**src/rtl/del_meas_pkg.sv**
```systemverilog
// Shared types and helpers for the delay measurement engine and its channels.
package del_meas_pkg;

  typedef enum logic [1:0] {
    ST_IDLE,
    ST_PULSE,
    ST_WAIT,
    ST_DONE
  } state_t;

  // Samples up to MAG_W bits are sign-extended to this width before taking magnitude.
  localparam int MAG_W = 32;

  // Reported result for a channel that never saw the pulse; sliced to CNT_W.
  localparam logic [MAG_W-1:0] RES_ONES = '1;

  // One extra bit so the most negative input has a representable magnitude.
  function automatic logic [MAG_W:0] mag(input logic signed [MAG_W-1:0] v);
    logic [MAG_W:0] w;
    w = {v[MAG_W-1], v};
    return w[MAG_W] ? ((~w) + {{MAG_W{1'b0}}, 1'b1}) : w;
  endfunction

endpackage

```
**src/rtl/del_meas_chan.sv**
```systemverilog
// One ADC channel: threshold detector plus latched arrival count / timeout flag.
module del_meas_chan
  import del_meas_pkg::*;
#(
  parameter int NUM_BITS = 16,
  parameter int CNT_W    = 16
) (
  input  logic                clk,
  input  logic                rst,
  input  logic                clr,
  input  logic                en,
  input  logic [NUM_BITS-1:0] sample,
  input  logic [NUM_BITS-1:0] thresh,
  input  logic [CNT_W-1:0]    cnt,
  input  logic                tmo,
  output logic                hit_now,
  output logic                hit,
  output logic [CNT_W-1:0]    result,
  output logic                ch_timeout
);

  logic signed [MAG_W-1:0] ext;
  logic [MAG_W:0]          sample_mag;

  assign ext        = MAG_W'(signed'(sample));
  assign sample_mag = mag(ext);
  assign hit_now    = en && !hit && (sample_mag > (MAG_W + 1)'(thresh));

  // A real arrival in the timeout cycle wins over the timeout marking.
  always_ff @(posedge clk) begin
    if (rst || clr) begin
      hit        <= 1'b0;
      result     <= '0;
      ch_timeout <= 1'b0;
    end else if (hit_now) begin
      hit    <= 1'b1;
      result <= cnt;
    end else if (tmo && !hit) begin
      hit        <= 1'b1;
      result     <= RES_ONES[CNT_W-1:0];
      ch_timeout <= 1'b1;
    end
  end

endmodule

```
**src/rtl/del_meas_engine.sv**
```systemverilog
// Calibration pulse generator and per-channel arrival timer for pipeline delay measurement.
module del_meas_engine
  import del_meas_pkg::*;
#(
  parameter int NUM_BITS = 16,
  parameter int NUM_DAC  = 3,
  parameter int NUM_CH   = 2,
  parameter int CNT_W    = 16
) (
  input  logic                         clk,
  input  logic                         rst,
  input  logic                         start,
  input  logic [NUM_DAC-1:0]           dac_sel,
  input  logic [NUM_BITS-1:0]          pulse_val,
  input  logic [7:0]                   pulse_len,
  input  logic [NUM_BITS-1:0]          thresh,
  input  logic [CNT_W-1:0]             timeout,
  output logic [NUM_DAC*NUM_BITS-1:0]  dac_out,
  output logic [NUM_DAC-1:0]           dac_valid,
  input  logic [NUM_CH*NUM_BITS-1:0]   adc_in,
  input  logic [NUM_CH-1:0]            adc_valid,
  output logic                         adc_run,
  output logic [NUM_CH*CNT_W-1:0]      result,
  output logic [NUM_CH-1:0]            ch_timeout,
  output logic                         busy,
  output logic                         done
);

  // Keeping the limit one below all-ones means cnt can never wrap before the timeout cycle.
  localparam logic [CNT_W-1:0] TMO_MAX = {{(CNT_W - 1){1'b1}}, 1'b0};

  state_t                      state;
  logic [CNT_W-1:0]            cnt;
  logic [CNT_W-1:0]            tmo_lat;
  logic [7:0]                  plen_left;
  logic                        active;
  logic                        clr;
  logic                        tmo_hit;
  logic                        all_hit;
  logic [NUM_CH-1:0]           hit;
  logic [NUM_CH-1:0]           hit_now;
  logic [CNT_W-1:0]            tmo_eff;
  logic [7:0]                  len_eff;
  logic [NUM_DAC*NUM_BITS-1:0] pulse_word;

  assign active  = (state == ST_PULSE) || (state == ST_WAIT);
  assign clr     = (state == ST_IDLE) && start;
  assign tmo_hit = active && (cnt == tmo_lat);
  assign all_hit = &(hit | hit_now);

  always_comb begin
    tmo_eff = timeout;
    if (timeout == '0) tmo_eff = CNT_W'(1);
    else if (timeout > TMO_MAX) tmo_eff = TMO_MAX;
    len_eff = (pulse_len == 8'd0) ? 8'd1 : pulse_len;
    pulse_word = '0;
    for (int k = 0; k < NUM_DAC; k++) begin
      pulse_word[k*NUM_BITS +: NUM_BITS] = dac_sel[k] ? pulse_val : '0;
    end
  end

  for (genvar i = 0; i < NUM_CH; i++) begin : g_ch
    del_meas_chan #(
      .NUM_BITS(NUM_BITS),
      .CNT_W   (CNT_W)
    ) u_chan (
      .clk       (clk),
      .rst       (rst),
      .clr       (clr),
      .en        (active && adc_valid[i]),
      .sample    (adc_in[i*NUM_BITS +: NUM_BITS]),
      .thresh    (thresh),
      .cnt       (cnt),
      .tmo       (tmo_hit),
      .hit_now   (hit_now[i]),
      .hit       (hit[i]),
      .result    (result[i*CNT_W +: CNT_W]),
      .ch_timeout(ch_timeout[i])
    );
  end

  // dac_out holds the masked pulse word captured at start, so no separate select/value latch.
  always_ff @(posedge clk) begin
    if (rst) begin
      state     <= ST_IDLE;
      cnt       <= '0;
      tmo_lat   <= '0;
      plen_left <= 8'd0;
      dac_out   <= '0;
      dac_valid <= '0;
      adc_run   <= 1'b0;
      busy      <= 1'b0;
      done      <= 1'b0;
    end else begin
      case (state)
        ST_IDLE: begin
          if (start) begin
            state     <= ST_PULSE;
            cnt       <= CNT_W'(1);
            tmo_lat   <= tmo_eff;
            plen_left <= len_eff;
            dac_out   <= pulse_word;
            dac_valid <= '1;
            adc_run   <= 1'b1;
            busy      <= 1'b1;
          end
        end
        ST_PULSE, ST_WAIT: begin
          cnt <= cnt + CNT_W'(1);
          if (all_hit || tmo_hit) begin
            state   <= ST_DONE;
            dac_out <= '0;
            adc_run <= 1'b0;
            busy    <= 1'b0;
            done    <= 1'b1;
          end else if (state == ST_PULSE) begin
            if (plen_left == 8'd1) begin
              state   <= ST_WAIT;
              dac_out <= '0;
            end else begin
              plen_left <= plen_left - 8'd1;
            end
          end
        end
        ST_DONE: begin
          if (!start) begin
            state     <= ST_IDLE;
            dac_valid <= '0;
            done      <= 1'b0;
          end
        end
        default: state <= ST_IDLE;
      endcase
    end
  end

endmodule

```
**config.mk**
```make
export PLATFORM = sky130hd
export DESIGN_NAME = del_meas_engine
export DESIGN_NICKNAME = d
export VERILOG_FILES = /design/src/rtl/del_meas_pkg.sv /design/src/rtl/del_meas_chan.sv /design/src/rtl/del_meas_engine.sv
export SDC_FILE = /design/constraint.sdc
export NUM_CORES = 1
export LEC_CHECK = 0
export CAP_MARGIN = 30
export CELL_PAD_IN_SITES_DETAIL_PLACEMENT = 1
export CELL_PAD_IN_SITES_GLOBAL_PLACEMENT = 1
export CORE_MARGIN = 8
export CORE_UTILIZATION = 43
export CTS_CLUSTER_DIAMETER = 50
export DETAILED_ROUTE_END_ITERATION = 16
export DONT_BUFFER_PORTS = 1
export GPL_TIMING_DRIVEN = 0
export PLACE_DENSITY_LB_ADDON = 0.1
export SLEW_MARGIN = 20
export SYNTH_ARGS = -nofsm -noshare
export SYNTH_HDL_FRONTEND = slang
export SYNTH_SLANG_ARGS = --single-unit
```
**constraint.sdc**
```tcl
create_clock -name clk -period 4.5 [get_ports clk]
set_input_delay 0.9 -clock clk [delete_from_list [all_inputs] [get_ports clk]]
set_output_delay 0.9 -clock clk [all_outputs]
set_load 0.02 [all_outputs]
```
==> results.sh, run 1 <==
export IMPL_status="finished, final reports clean"
export IMPL_synth_compound_area_share_pct=22.15
export IMPL_crit_type="primary input to register"
export IMPL_grtUsageMet3_pct=8.427
export IMPL_final_cell_mix="dfxtp_1, nor2_1, a22oi_1"
export IMPL_fillers=1746
export IMPL_gr_total_overflow=0
export IMPL_seq_area_sq_um=2582
export IMPL_setup_viol=0
export IMPL_max_freq_mhz=232.8
export IMPL_routed_wl_um=20940
export IMPL_antenna_left=0
export IMPL_synth_nets=885
export IMPL_synth_area_leaders="dfxtp_1, ha_1, nor2_1"
export IMPL_grt_util_all_layers_pct=21.20
export IMPL_drt_first_pass_iters=4
export IMPL_cts_buffers_inserted=17
export IMPL_htree_num_levels=4
export IMPL_clk_pin_slew_worst_paths_ns=0.06
export IMPL_gp_congestion=0.8629
export IMPL_post_dp_hpwl_um=16690
export IMPL_multi_input_area_sq_um=3785
export IMPL_leakage_nw=2.916
export IMPL_cts_root_buf="clkbuf_16"
export IMPL_reg2reg_from="state[0]$_SDFFE_PP0P_"
export IMPL_synth_edf_count=0
export IMPL_drt_initial_drc_count=247
export IMPL_die_h_um=140.4
export IMPL_grt_max_degree=17
export IMPL_synth_top_area_share_pct=38.78
export IMPL_synth_top_family_by_area="compound AO/OA/AOI/OAI gates"
export IMPL_initial_utilization_pct=43.97
export IMPL_synth_adder_area_share_pct=7.892
export IMPL_worst_slew_pin_slew_ns=0.6296
export IMPL_r2r_end="plen_left[5]$_SDFFE_PP0P_"
export IMPL_drt_vias_per_instance=5.944
export IMPL_cts_tree="built"
export IMPL_fin_nets=905
export IMPL_async_flop_share_pct=0
export IMPL_dp_slack_ns=-0.3972
export IMPL_ys_warn_count=0
export IMPL_startpoint="adc_in[21]"
export IMPL_rsz0062_at_grt="false"
export IMPL_maxCapViolCount=0
export IMPL_crit_fanout=9
export IMPL_grt_first_pass_wirelength_um=33510
export IMPL_report_final_slew_viol_count=0
export IMPL_rows=45
export IMPL_antennaDiodeCount=0
export IMPL_synthSimpleGateAreaFrac_pct=18.28
export IMPL_synth_seq_area_share_pct=38.78
export IMPL_startpoint_type="primary input"
export IMPL_gr_usage_met2_pct=36.24
export IMPL_critPathRequiredTime_ns=4.77
export IMPL_ys_ff_latch=129
export IMPL_drive_gt1_share_pct=10.14
export IMPL_reg2reg_slack_ns=1.64
export IMPL_crit_end="plen_left[5]$_SDFFE_PP0P_"
export IMPL_synth_top_area_cell="dfxtp_1"
export IMPL_vias=5748
export IMPL_met1_usage_pct=23.66
export IMPL_syn_area_sq_um=6659
export IMPL_arrival_ns=4.57
export IMPL_grt_most_used_layer="met2"
export IMPL_die_w_um=140.4
export IMPL_period_share_pct=95.47
export IMPL_hold_viol=0
export IMPL_io_pins=184
export IMPL_muxShareOfSynthArea_pct=0.6013
export IMPL_syn_inst=747
export IMPL_synth_ff_type="dfxtp_1"
export IMPL_final_common_cell="dfxtp_1"
export IMPL_hp_class="register to register"
export IMPL_avgRoutedWirePerCell_um=21.66
export IMPL_coreArea_sq_um=15150
export IMPL_die_area_sq_um=19720
export IMPL_crit_path_end_kind="register"
export IMPL_max_slew_margin_pct=58.02
export IMPL_yosysUniqueCellTypes=69
export IMPL_grt_pass1_vias=6203
export IMPL_timing_final_ws_setup_ns=0.2038
export IMPL_syn_area_per_cell_sq_um=8.914
export IMPL_antenna_found_initial=0
export IMPL_skew_ns=0.007481
export IMPL_areaGrowthSynthToFinish_pct=13.28
export IMPL_synth_xor_area_share_pct=7.103
export IMPL_reg2reg_depth=11
export IMPL_hold_slack_ns=0.4777
export IMPL_p_per_area_nw_per_um2=449.9
export IMPL_holdBufCountCts=0
export IMPL_peakVddDrop_mv=0.2715
export IMPL_clk_latency_ns=0.42
export IMPL_cts_sinks=129
export IMPL_cts_buffer_depth=2
export IMPL_io_buffers=0
export IMPL_min_period_ns=4.296
export IMPL_remaining_drc_errors=0
-- Yosys cell counts (4+ instances only) --
cell type / number
and4_1: 6
or3_1: 8
nor3_1: 8
or4_1: 5
o22ai_1: 19
o221a_2: 7
nor2_1: 103
dfxtp_1: 129
nand3_1: 17
o31ai_1: 6
nor4_1: 6
ha_1: 42
nand2b_1: 10
nand2_1: 39
a22oi_1: 48
o221a_1: 10
buf_2: 9
inv_1: 31
o21ai_0: 22
buf_4: 6
clkbuf_1: 29
mux2i_1: 4
xor2_1: 11
a22o_1: 15
nor2b_1: 7
a21oi_1: 22
a211oi_1: 4
a21o_1: 5
and2_1: 7
xnor2_1: 43
nand4_1: 15
and3_1: 4
-- flip-flops by register name (all words and copies together) (netlist names) --
| register | cells |
|---|---|
| plen_left | 8 |
| g_ch.u_chan.ch_timeout | 2 |
| dac_valid | 1 |
| busy | 1 |
| g_ch.u_chan.hit | 2 |
| tmo_lat | 16 |
| g_ch.u_chan.result | 32 |
| state | 2 |
| done | 1 |
| dac_out | 48 |
| cnt | 16 |
-- worst min path at each step --
| stage | depth (start not counted) | slack, ns | endpoint | from |
|---|---|---|---|---|
| detailed placement | 1 | 0.47 | g_ch[1].u_chan.ch_timeout$_SDFFE_PP0P_ | g_ch[1].u_chan.ch_timeout$_SDFFE_PP0P_ |
| finish | 1 | 0.48 | g_ch[1].u_chan.ch_timeout$_SDFFE_PP0P_ | g_ch[1].u_chan.ch_timeout$_SDFFE_PP0P_ |
| CTS | 1 | 0.48 | g_ch[1].u_chan.ch_timeout$_SDFFE_PP0P_ | g_ch[1].u_chan.ch_timeout$_SDFFE_PP0P_ |
| global route | 1 | 0.50 | g_ch[1].u_chan.ch_timeout$_SDFFE_PP0P_ | g_ch[1].u_chan.ch_timeout$_SDFFE_PP0P_ |
| global placement | 1 | 0.46 | g_ch[1].u_chan.ch_timeout$_SDFFE_PP0P_ | g_ch[1].u_chan.ch_timeout$_SDFFE_PP0P_ |
| floorplan | 2 | 0.44 | g_ch[0].u_chan.ch_timeout$_SDFFE_PP0P_ | g_ch[0].u_chan.ch_timeout$_SDFFE_PP0P_ |
-- layout make-up --
class / instances / share of cell area [%]
multi-input combinational: 539 / 50.17
sequential: 129 / 34.23
clock buffer: 19 / 6.004
tap: 188 / 3.118
buffer: 47 / 3.002
clock inverter: 12 / 1.775
inverter: 32 / 1.592
timing repair buffer: 1 / 0.09952
-- power by group --
part | total (mW) | internal, mW | leakage [nW] | switching, mW
Combinational | 0.653 | 0.258 | 1.58 | 0.395
Sequential | 1.38 | 1.23 | 1.05 | 0.148
Clock | 1.36 | 0.844 | 0.286 | 0.520
Total | 3.39 | 2.33 | 2.92 | 1.06
-- timing repair --
| item | CTS | global route |
|---|---|---|
| gates resized for setup | 0 | 10 |
| setup buffers | 0 | 1 |
| setup endpoints to repair | 0 | 69 |
-- logic make-up (layout without fill, tap and decap cells) --
kind of cell             count (synthesis)  after routing
AND/OR/NAND/NOR                        248            248
AO/OA/AOI/OAI                          191            191
flip-flops                             129            129
buffers and inverters                   79            111
XOR/XNOR                                54             54
adder cells (fa/ha/maj)                 42             42
multiplexers                             4              4
-- metrics by stage --
step / utilization [%] / cells / area [sq um] / setup TNS [ns] / power [mW]
after floorplan: - / 747 / 6659 / 0 / 1.863
after global placement: 45.52 / 935 / 6894 / -14.13 / 2.009
after detailed placement: 45.52 / 935 / 6894 / -21.60 / 2.047
after CTS: 49.39 / 966 / 7481 / 0 / 3.412
after global routing: 49.81 / 967 / 7543 / 0 / 3.557
final: 49.81 / 967 / 7543 / 0 / 3.394
-- critical path: stages --
cell     delay (ns)
or4_1          0.52
or2_2          0.33
o41ai_4        0.29
nand2_1        0.12
xor2_1         0.22
ha_1           0.28
and4_1         0.25
nand4_2        0.15
o211a_1        0.27
o32ai_4        0.14
o31a_2         0.45
a21oi_4        0.31
mux2i_1        0.23
o22ai_1        0.10
-- layer usage --
| layer | wire length, um | vias up | part of all wire [%] |
|---|---|---|---|
| li1 | - | 2751 | - |
| met1 | 8475 | 2802 | 40 |
| met2 | 10220 | 167 | 49 |
| met3 | 1883 | 28 | 9.0 |
| met4 | 365 | 0 | 1.7 |
| met5 | 0 | - | 0 |
Note: power is estimated with default switching activity, not from simulation.
==> run 2: changes to the inputs <==
--- a/config.mk
+++ b/config.mk
@@ -5,7 +5,7 @@
 export SDC_FILE = /design/constraint.sdc
 export NUM_CORES = 1
 export LEC_CHECK = 0
-export CAP_MARGIN = 30
+export CAP_MARGIN = 10
 export CELL_PAD_IN_SITES_DETAIL_PLACEMENT = 1
 export CELL_PAD_IN_SITES_GLOBAL_PLACEMENT = 1
 export CORE_MARGIN = 8
==> results of run 2 <==
No change in the layout: final DEF, timing and power equal those of run 1.
